===== config.mk =====
export PLATFORM = sky130hd
export DESIGN_NAME = if_fetch_ctrl
export DESIGN_NICKNAME = d
export VERILOG_FILES = /design/src/rtl/if_fetch_ctrl.sv
export SDC_FILE = /design/constraint.sdc
export NUM_CORES = 1
export LEC_CHECK = 0
export ABC_AREA = 0
export CAP_MARGIN = 10
export CORE_ASPECT_RATIO = 2
export CORE_MARGIN = 10
export CORE_UTILIZATION = 55
export DETAILED_ROUTE_END_ITERATION = 8
export DONT_BUFFER_PORTS = 1
export PLACE_DENSITY_LB_ADDON = 0.2
export SYNTH_ARGS = -nofsm -noshare
export SYNTH_HDL_FRONTEND = slang
export SYNTH_SLANG_ARGS = --single-unit

===== constraint.sdc =====
create_clock -name clk -period 1.7 [get_ports clk]
set_input_delay 0.17 -clock clk [delete_from_list [all_inputs] [get_ports clk]]
set_output_delay 0.17 -clock clk [all_outputs]
set_load 0.005 [all_outputs]

===== src/rtl/if_fetch_ctrl.sv =====
`timescale 1ns/1ps
// Instruction-fetch controller: one outstanding imem read per PC value; pc_valid to inst_valid in 3 cycles on zero-wait memory.
// inst_valid is held until inst_ready, with no new request meanwhile; IF_TIMEOUT_EN adds a response timeout with orphan tracking.
module if_fetch_ctrl #(
   parameter int ADDR_W      = 64,
   parameter int INST_W      = 32,
   parameter int TIMEOUT_CYC = 255
) (
   input  logic              clk,
   input  logic              rst,
   input  logic [ADDR_W-1:0] pc_addr,
   input  logic              pc_valid,
   output logic              pc_advance,
   input  logic              flush,
   output logic              mem_req_valid,
   input  logic              mem_req_ready,
   output logic [ADDR_W-1:0] mem_req_addr,
   input  logic              mem_resp_valid,
   input  logic [INST_W-1:0] mem_resp_data,
   input  logic              mem_resp_err,
   output logic              inst_valid,
   input  logic              inst_ready,
   output logic [INST_W-1:0] inst_data,
   output logic [ADDR_W-1:0] inst_addr,
   output logic [1:0]        inst_fault
);

   localparam logic [2:0] S_IDLE = 3'd0;
   localparam logic [2:0] S_REQ  = 3'd1;
   localparam logic [2:0] S_WAIT = 3'd2;
   localparam logic [2:0] S_HOLD = 3'd3;
   localparam logic [2:0] S_DROP = 3'd4;

   if (TIMEOUT_CYC < 1) begin : g_bad_timeout
      $error("TIMEOUT_CYC must be at least 1");
   end

   logic [2:0]        state;
   logic [ADDR_W-1:0] addr_q;
   logic [INST_W-1:0] data_q;
   logic [1:0]        fault_q;
   logic              killed;
   logic              resp_live;
   logic              idle_block;
   logic              timeout;

`ifdef IF_TIMEOUT_EN
   localparam int CNT_W = ($clog2(TIMEOUT_CYC + 1) > 8) ? $clog2(TIMEOUT_CYC + 1) : 8;

   logic [CNT_W-1:0] cnt;
   logic             orphan;

   // A response to a timed-out request may still arrive; it must never reach the FSM.
   assign resp_live  = mem_resp_valid && !orphan;
   assign idle_block = orphan;
   assign timeout    = (state == S_WAIT) && (cnt == CNT_W'(TIMEOUT_CYC - 1));

   always_ff @(posedge clk or negedge rst) begin
      if (!rst) begin
         cnt    <= '0;
         orphan <= 1'b0;
      end else begin
         if (state == S_WAIT) cnt <= cnt + CNT_W'(1);
         else                 cnt <= '0;
         if (timeout && !flush && !resp_live) orphan <= 1'b1;
         else if (orphan && mem_resp_valid)   orphan <= 1'b0;
      end
   end
`else
   assign resp_live  = mem_resp_valid;
   assign idle_block = 1'b0;
   assign timeout    = 1'b0;
`endif

   always_ff @(posedge clk or negedge rst) begin
      if (!rst) begin
         state   <= S_IDLE;
         addr_q  <= '0;
         data_q  <= '0;
         fault_q <= 2'b00;
         killed  <= 1'b0;
      end else begin
         case (state)
            S_IDLE: begin
               if (pc_valid && !flush && !idle_block) begin
                  addr_q <= pc_addr;
                  if (pc_addr[1:0] != 2'b00) begin
                     state   <= S_HOLD;
                     data_q  <= '0;
                     fault_q <= 2'b01;
                  end else begin
                     state  <= S_REQ;
                     killed <= 1'b0;
                  end
               end
            end
            // The request is never withdrawn; a flush only marks it for discard.
            S_REQ: begin
               if (mem_req_ready)  state  <= (flush || killed) ? S_DROP : S_WAIT;
               else if (flush)     killed <= 1'b1;
            end
            S_WAIT: begin
               if (flush) begin
                  state <= resp_live ? S_IDLE : S_DROP;
               end else if (resp_live) begin
                  state   <= S_HOLD;
                  data_q  <= mem_resp_err ? '0 : mem_resp_data;
                  fault_q <= mem_resp_err ? 2'b10 : 2'b00;
               end else if (timeout) begin
                  state   <= S_HOLD;
                  data_q  <= '0;
                  fault_q <= 2'b11;
               end
            end
            S_HOLD: begin
               if (flush || inst_ready) state <= S_IDLE;
            end
            S_DROP: begin
               if (resp_live) state <= S_IDLE;
            end
            default: state <= S_IDLE;
         endcase
      end
   end

   assign mem_req_valid = (state == S_REQ);
   assign mem_req_addr  = addr_q;
   assign inst_valid    = (state == S_HOLD);
   assign inst_data     = data_q;
   assign inst_addr     = addr_q;
   assign inst_fault    = fault_q;
   assign pc_advance    = inst_valid && inst_ready && !flush;

endmodule


==> results.md, run 1 <==
* Routed vias/inst at 5.49
* Cell with the most instances after synthesis: dfrtp_1
* Worst-path fanout max at 24
* Area of the die at 13000 um2
* Die width at 85.6 um
* Drt pass-1 iters at 4
* Total Wirelength at 11.9 mm
* DR WL met2 at 6.36 mm
* Sequential area share after synthesis at 53.9%
* Drt drc at 0
* Final cell count without fillers at 529
* Top cell type's share of synthesized area at 53.9%
* Root buffer cell: clkbuf_16
* Antenna Violating Nets Remaining at 0
* Routability congestion estimate at 0.760
* CP Class: flop to flop
* Clk pin slew, worst setup/hold paths at 0.07 ns
* Cell chain of the critical path: buf_4 -> a2111oi_4 -> buf_6 -> buf_16 -> mux2i_2
* Cell area after synthesis at 4740 um2
* Status: finished, violations left
* # port buffers at 0
* Ys async rst share at 100%
* Synth area leaders: dfrtp_1 (54%), mux2_2 (16%), buf_4 (10%), mux2i_1 (7.0%), inv_1 (2.9%)
* Relative slew slack at 67.6%
* Top_reg_cell synth: dfrtp_1
* Drt first-iter violations at 102
* Worst-Skew Late Latency at 0.33 ns
* WHS at -0.472 ns
* Number of synthesized register bits at 102
* Initial Util at 56.7%
* CP arrival at 1.83 ns
* Vias at 2903
* CTS tree: yes
* Mapped Nets at 492
* Critical Path End Type: flop
* Most common library cells after synthesis: dfrtp_1 (102), mux2_2 (67), buf_4 (64)
* Synth Warn # at 0
* Max incr delay on CP at 0.38 ns
* Top layer in use: met4
* Die boundary height at 151 um
* Syn Inst Count at 388
* Vias in the first global route at 3193
* Initial antenna violation count at 0
* Final setup margin at 0.123 ns
* Placed cells at 417
* Max VDD drop at 0.000921 V
* Static Leak at 2.47 nW
* Crit-path slowest cell: dfrtp_1
* Area Overhead vs Synth at 20.3%
* Post-CTS setup buffers at 0
* Post-synth EDFFs at 0
* Largest net degree at the start of global routing at 103
* Max-cap violations at 0
* Post-synth top area cell: dfrtp_1
* I/O pins at 269
* First-pass GRT wire length at 18.2 mm
* Share of layout cells above drive strength 1 at 23.4%
* Upper clock frequency limit at 634 MHz
* DP Wirelength at 8.21 mm
* Fin nets at 530
* Slew @ Worst Pin at 0.479 ns
* Core area at 8350 um2
* Cts hold-fix bufs at 96
* Final hold violations at 102
* Metal-1 WL at 4.01 mm
* Tcrit/Tclk final at 92.8%
* Worst Path Required at 1.95 ns
* Gr usage total at 18.0%
* Max Clock Skew at 0.00658 ns
* Setup WS pre-CTS at 0.0664 ns
* Unrepaired setup endpoints after global routing: false
* Total negative slack at 0 ns
* Row count at 47
* Overflow after GRT at 0
* Cts bufs inserted at 9
* Setup violators final at 0
* Crit path launch type: flop
* ANT cells at 0
* Wire length on met3 at 1.29 mm
* # clock sinks at 102
* Syn avg cell area at 12.2 um2
* PD cells at 1760 nW/um2
* Min-delay worst type: input port to asynchronous set/reset pin
* WL/cell at 22.4 um
* Post-synth cell types at 30
* Maximum clock insertion buffer count at 2
* Max Transition Viols Final at 0
* Post-layout min period at 1.58 ns
* Failing checks: negative hold slack
* CTS H-tree depth at 3
## worst max-delay path: cells and delay by family, from the launching register on
family	cells	cell delay [ns]
muxes	1	0.22
AOI/OAI and AO/OA	1	0.32
buffers and inverters	3	0.56
DFF	1	0.38
## what timing repair did
item / CTS / global route
hold endpoints to repair: 198 / 102
setup endpoints to repair: 2 / 32
gates resized for setup: 1 / 5
## path summary, 6_finish.rpt
kind | from | end | slack (ns) | cells after the start
setup / recovery | state[2] | inst_data[19] | 0.12 | 5
hold / removal | rst | inst_addr[34] | -0.47 | 0
setup reg to reg | state[2] | inst_data[19] | 0.12 | 5
hold reg to reg | inst_data[10] | inst_data[10] | 0.55 | 2
max in group asynchronous | rst | inst_addr[57] | 2.02 | 0
min in group clk | flush | killed | 0.02 | 2
## flip-flops by register name, indices dropped and copies added, names as in the netlist
name and cells:
inst_data 32, inst_addr 64, inst_fault 2, state 3, killed 1
## metrics by stage
step	area [um2]	power, W	utilization, %
after floorplan	4740	0.00787	-
after global placement	4420	0.00771	52.9
after detailed placement	4420	0.00784	52.9
after CTS	5680	0.0101	68.0
after global routing	5700	0.0107	68.2
final	5700	0.0100	68.2
## placed cells by master, fill, tap and decap left out, types with 2 or more instances in the layout
cell           instances
dfrtp_1              100
dlygate4sd3_1         96
mux2_2                67
inv_1                 37
nand2_1               34
mux2i_1               32
clkbuf_16              9
buf_4                  8
nor2_1                 5
nor3b_1                3
and3b_1                3
a21oi_1                3
o21ai_0                3
nor2b_1                2
o311ai_1               2
clkbuf_1               2
buf_12                 2
dfrtp_2                2
## cell type report
cell class	instances	area, um2
fill	585	2650
sequential	102	2550
multi-input combinational	168	1480
timing repair buffer	108	1100
clock buffer	12	246
inverter	37	139
tap	98	123
clock inverter	4	55.1
## where the power goes
part,internal (W),switching [W],total (W)
clock,0.00119,0.000855,0.00205
sequential,0.00367,0.00156,0.00524
combinational,0.00163,0.00113,0.00276
## logic make-up after synthesis
logic type | Yosys count | share of synthesized area, %
multiplexers | 100 | 22.9
AO/OA/AOI/OAI | 14 | 2.38
flip-flops | 102 | 53.9
AND/OR/NAND/NOR | 54 | 5.73
buffers and inverters | 118 | 15.1
## per-layer routing
metal | up-vias | GRT usage, %
met2 | 179 | 32.1
met1 | 1429 | 17.9
met4 | 0 | 6.29
met3 | 13 | 7.85
li1 | 1282 | -
met5 | - | 0
Power figures use the tool's default switching activity.
==> run 2: changes to the inputs <==
Settings changed: CTS_BUF_LIST set to sky130_fd_sc_hd__clkbuf_4, SLEW_MARGIN set to 30.
==> run 2 against run 1 <==
Against the previous run:
- the flow still finishes with violations (negative hold slack)
- combinational power up 5%
- final area down 1.4%
- power down 7.3%
- sequential share of layout area up 0.66 points
- largest cell class unchanged
==> results.md, run 2 (synthesized netlist as in run 1, its figures left out) <==
* Initial Util at 56.7% (unchanged)
* Final cell count without fillers at 538 (+1.7%)
* Worst Path Required at 1.53 ns (-0.42 ns)
* # port buffers at 0 (unchanged)
* Die width at 85.6 um (unchanged)
* # clock sinks at 102 (unchanged)
* Core area at 8350 um2 (unchanged)
* DR WL met2 at 6.38 mm (+0.35%)
* Fin nets at 538 (+1.5%)
* Initial antenna violation count at 1 (+1)
* Drt pass-1 iters at 4 (unchanged)
* Area Overhead vs Synth at 18.5%
* CTS tree: yes
* Top layer in use: met4
* Worst-path fanout max at 5 (-79%)
* Clk pin slew, worst setup/hold paths at 0.15 ns (+0.08 ns)
* Setup violators final at 0 (unchanged)
* Reg2Reg Setup Slack at 0.09 ns (-0.03 ns)
* Max FFs per register at 64 (unchanged)
* I/O pins at 269 (unchanged)
* Max incr delay on CP at 0.46 ns (+0.08 ns)
* Static Leak at 2.43 nW (-1.4%)
* WL/cell at 22.3 um (-0.66%)
* Worst-Skew Late Latency at 0.45 ns (+0.12 ns)
* Crit path launch type: flop
* Antenna Violating Nets Remaining at 0 (unchanged)
* Critical Path End Type: output pin
* Max VDD drop at 0.000856 V (-7.1%)
* Upper clock frequency limit at 605 MHz (-4.7%)
* Relative slew slack at 75.0% (+7.4 points)
* Area of the die at 13000 um2 (unchanged)
* Max Transition Viols Final at 0 (unchanged)
* Slew @ Worst Pin at 0.375 ns (-0.104 ns)
* Final hold violations at 102 (unchanged)
* Total Wirelength at 12.0 mm (+1.0%)
* Largest net degree at the start of global routing at 103 (unchanged)
* Most frequent cells in the layout: dlygate4sd3_1 (100), dfrtp_1 (100), mux2_2 (67)
* Cts hold-fix bufs at 100 (+4.2%)
* CP Class: flop to output pin
* Share of layout cells above drive strength 1 at 24.8% (+1.4 points)
* Drt first-iter violations at 92 (-9.8%)
* Tcrit/Tclk final at 97.3% (+4.5 points)
* Root buffer cell: clkbuf_4
* Post-layout min period at 1.65 ns (+0.0773 ns)
* Cts bufs inserted at 9 (unchanged)
* Placed cells at 417 (unchanged)
* Row count at 47 (unchanged)
* Total negative slack at 0 ns (unchanged)
* Die boundary height at 151 um (unchanged)
* R2R Path Start: state[0]
* Reg-to-Reg End: inst_addr[55]
* Final setup margin at 0.0460 ns (-0.0773 ns)
* Wire length on met3 at 1.31 mm (+1.6%)
* PD cells at 1660 nW/um2 (-5.9%)
* Metal-1 WL at 4.04 mm (+0.65%)
* First-pass GRT wire length at 18.4 mm (+0.83%)
* Gr usage total at 18.2% (+0.26 points)
* Max-cap violations at 0 (unchanged)
* Final Util at 67.2% (-0.99 points)
* Maximum clock insertion buffer count at 2 (unchanged)
* Max Clock Skew at 0.0122 ns (+0.00566 ns)
* R2R cell count at 5 (unchanged)
* Min-delay worst type: input port to asynchronous set/reset pin
* Status: finished, violations left
* DP Wirelength at 8.21 mm (unchanged)
* Routability congestion estimate at 0.760 (unchanged)
* Failing checks: negative hold slack
* Vias at 2953 (+1.7%)
* Unrepaired setup endpoints after global routing: true
* CTS H-tree depth at 3 (unchanged)
* Routed vias/inst at 5.49 (about the same)
* Overflow after GRT at 0 (unchanged)
* CP arrival at 1.48 ns (-0.35 ns)
* Drt drc at 0 (unchanged)
* Setup WS pre-CTS at 0.0664 ns (unchanged)
* Most used cell, CP: and3b_2
* Vias in the first global route at 3208 (+0.47%)
* WHS at -0.612 ns (-0.140 ns)
* Cell chain of the critical path: buf_4 -> and3b_2 -> and3b_2
* Crit-path slowest cell: dfrtp_2
[run 2: per-layer routing]
layer / track usage, % / up-vias
met3: 8.18 / 19
met2: 32.5 / 184
met1: 18.1 / 1447
li1: - / 1303
met4: 6.21 / 0
met5: 0 / -
[run 2: cell type report]
| type | count | area (um2) |
|---|---|---|
| multi-input combinational | 168 | 1490 |
| inverter | 37 | 139 |
| timing repair buffer | 116 | 1170 |
| fill | 584 | 2740 |
| tap | 98 | 123 |
| clock buffer | 11 | 82.6 |
| clock inverter | 5 | 58.8 |
| antenna | 1 | 2.50 |
| sequential | 102 | 2550 |
[run 2: how the worst max path moves through the flow]
| stage | start | end | slack [ns] | depth (start not counted) |
|---|---|---|---|---|
| 2_1_floorplan | state[2] | state[0] | 0.12 | 4 |
| 6_report | state[1] | pc_advance | 0.05 | 3 |
| 3_3_place_gp | state[0] | state[0] | 0.11 | 3 |
| 5_1_grt | state[2] | pc_advance | -0.03 | 3 |
| 3_5_place_dp | state[1] | inst_data[16] | 0.07 | 5 |
| 4_1_cts | state[2] | pc_advance | 0.01 | 3 |
[run 2: report_power, final]
part	switching, W	total (W)	leakage (nW)	internal, W
clock	0.000768	0.00125	0.0751	0.000486
sequential	0.00152	0.00517	1.27	0.00365
combinational	0.00120	0.00289	1.09	0.00169
[run 2: metrics by stage]
step                power (W)  cell area (um2)
finish                0.00931             5610
global route          0.00997             5610
CTS                   0.00934             5590
detailed placement    0.00784             4420
global placement      0.00771             4420
floorplan             0.00787             4740
[run 2: critical path: cells and delay by family, from the launching register on]
family                 cells  cell delay [ns]
and+or+nand+nor            2             0.43
DFF                        1             0.46
buffers and inverters      1             0.16
[run 2: what timing repair did]
| action | CTS | global route |
|---|---|---|
| resized for setup | 3 | 6 |
| pin swaps | 0 | 1 |
| setup buffers | 3 | 1 |
| setup endpoints to repair | 1 | 14 |
| endpoints found under the hold margin | 201 | 102 |
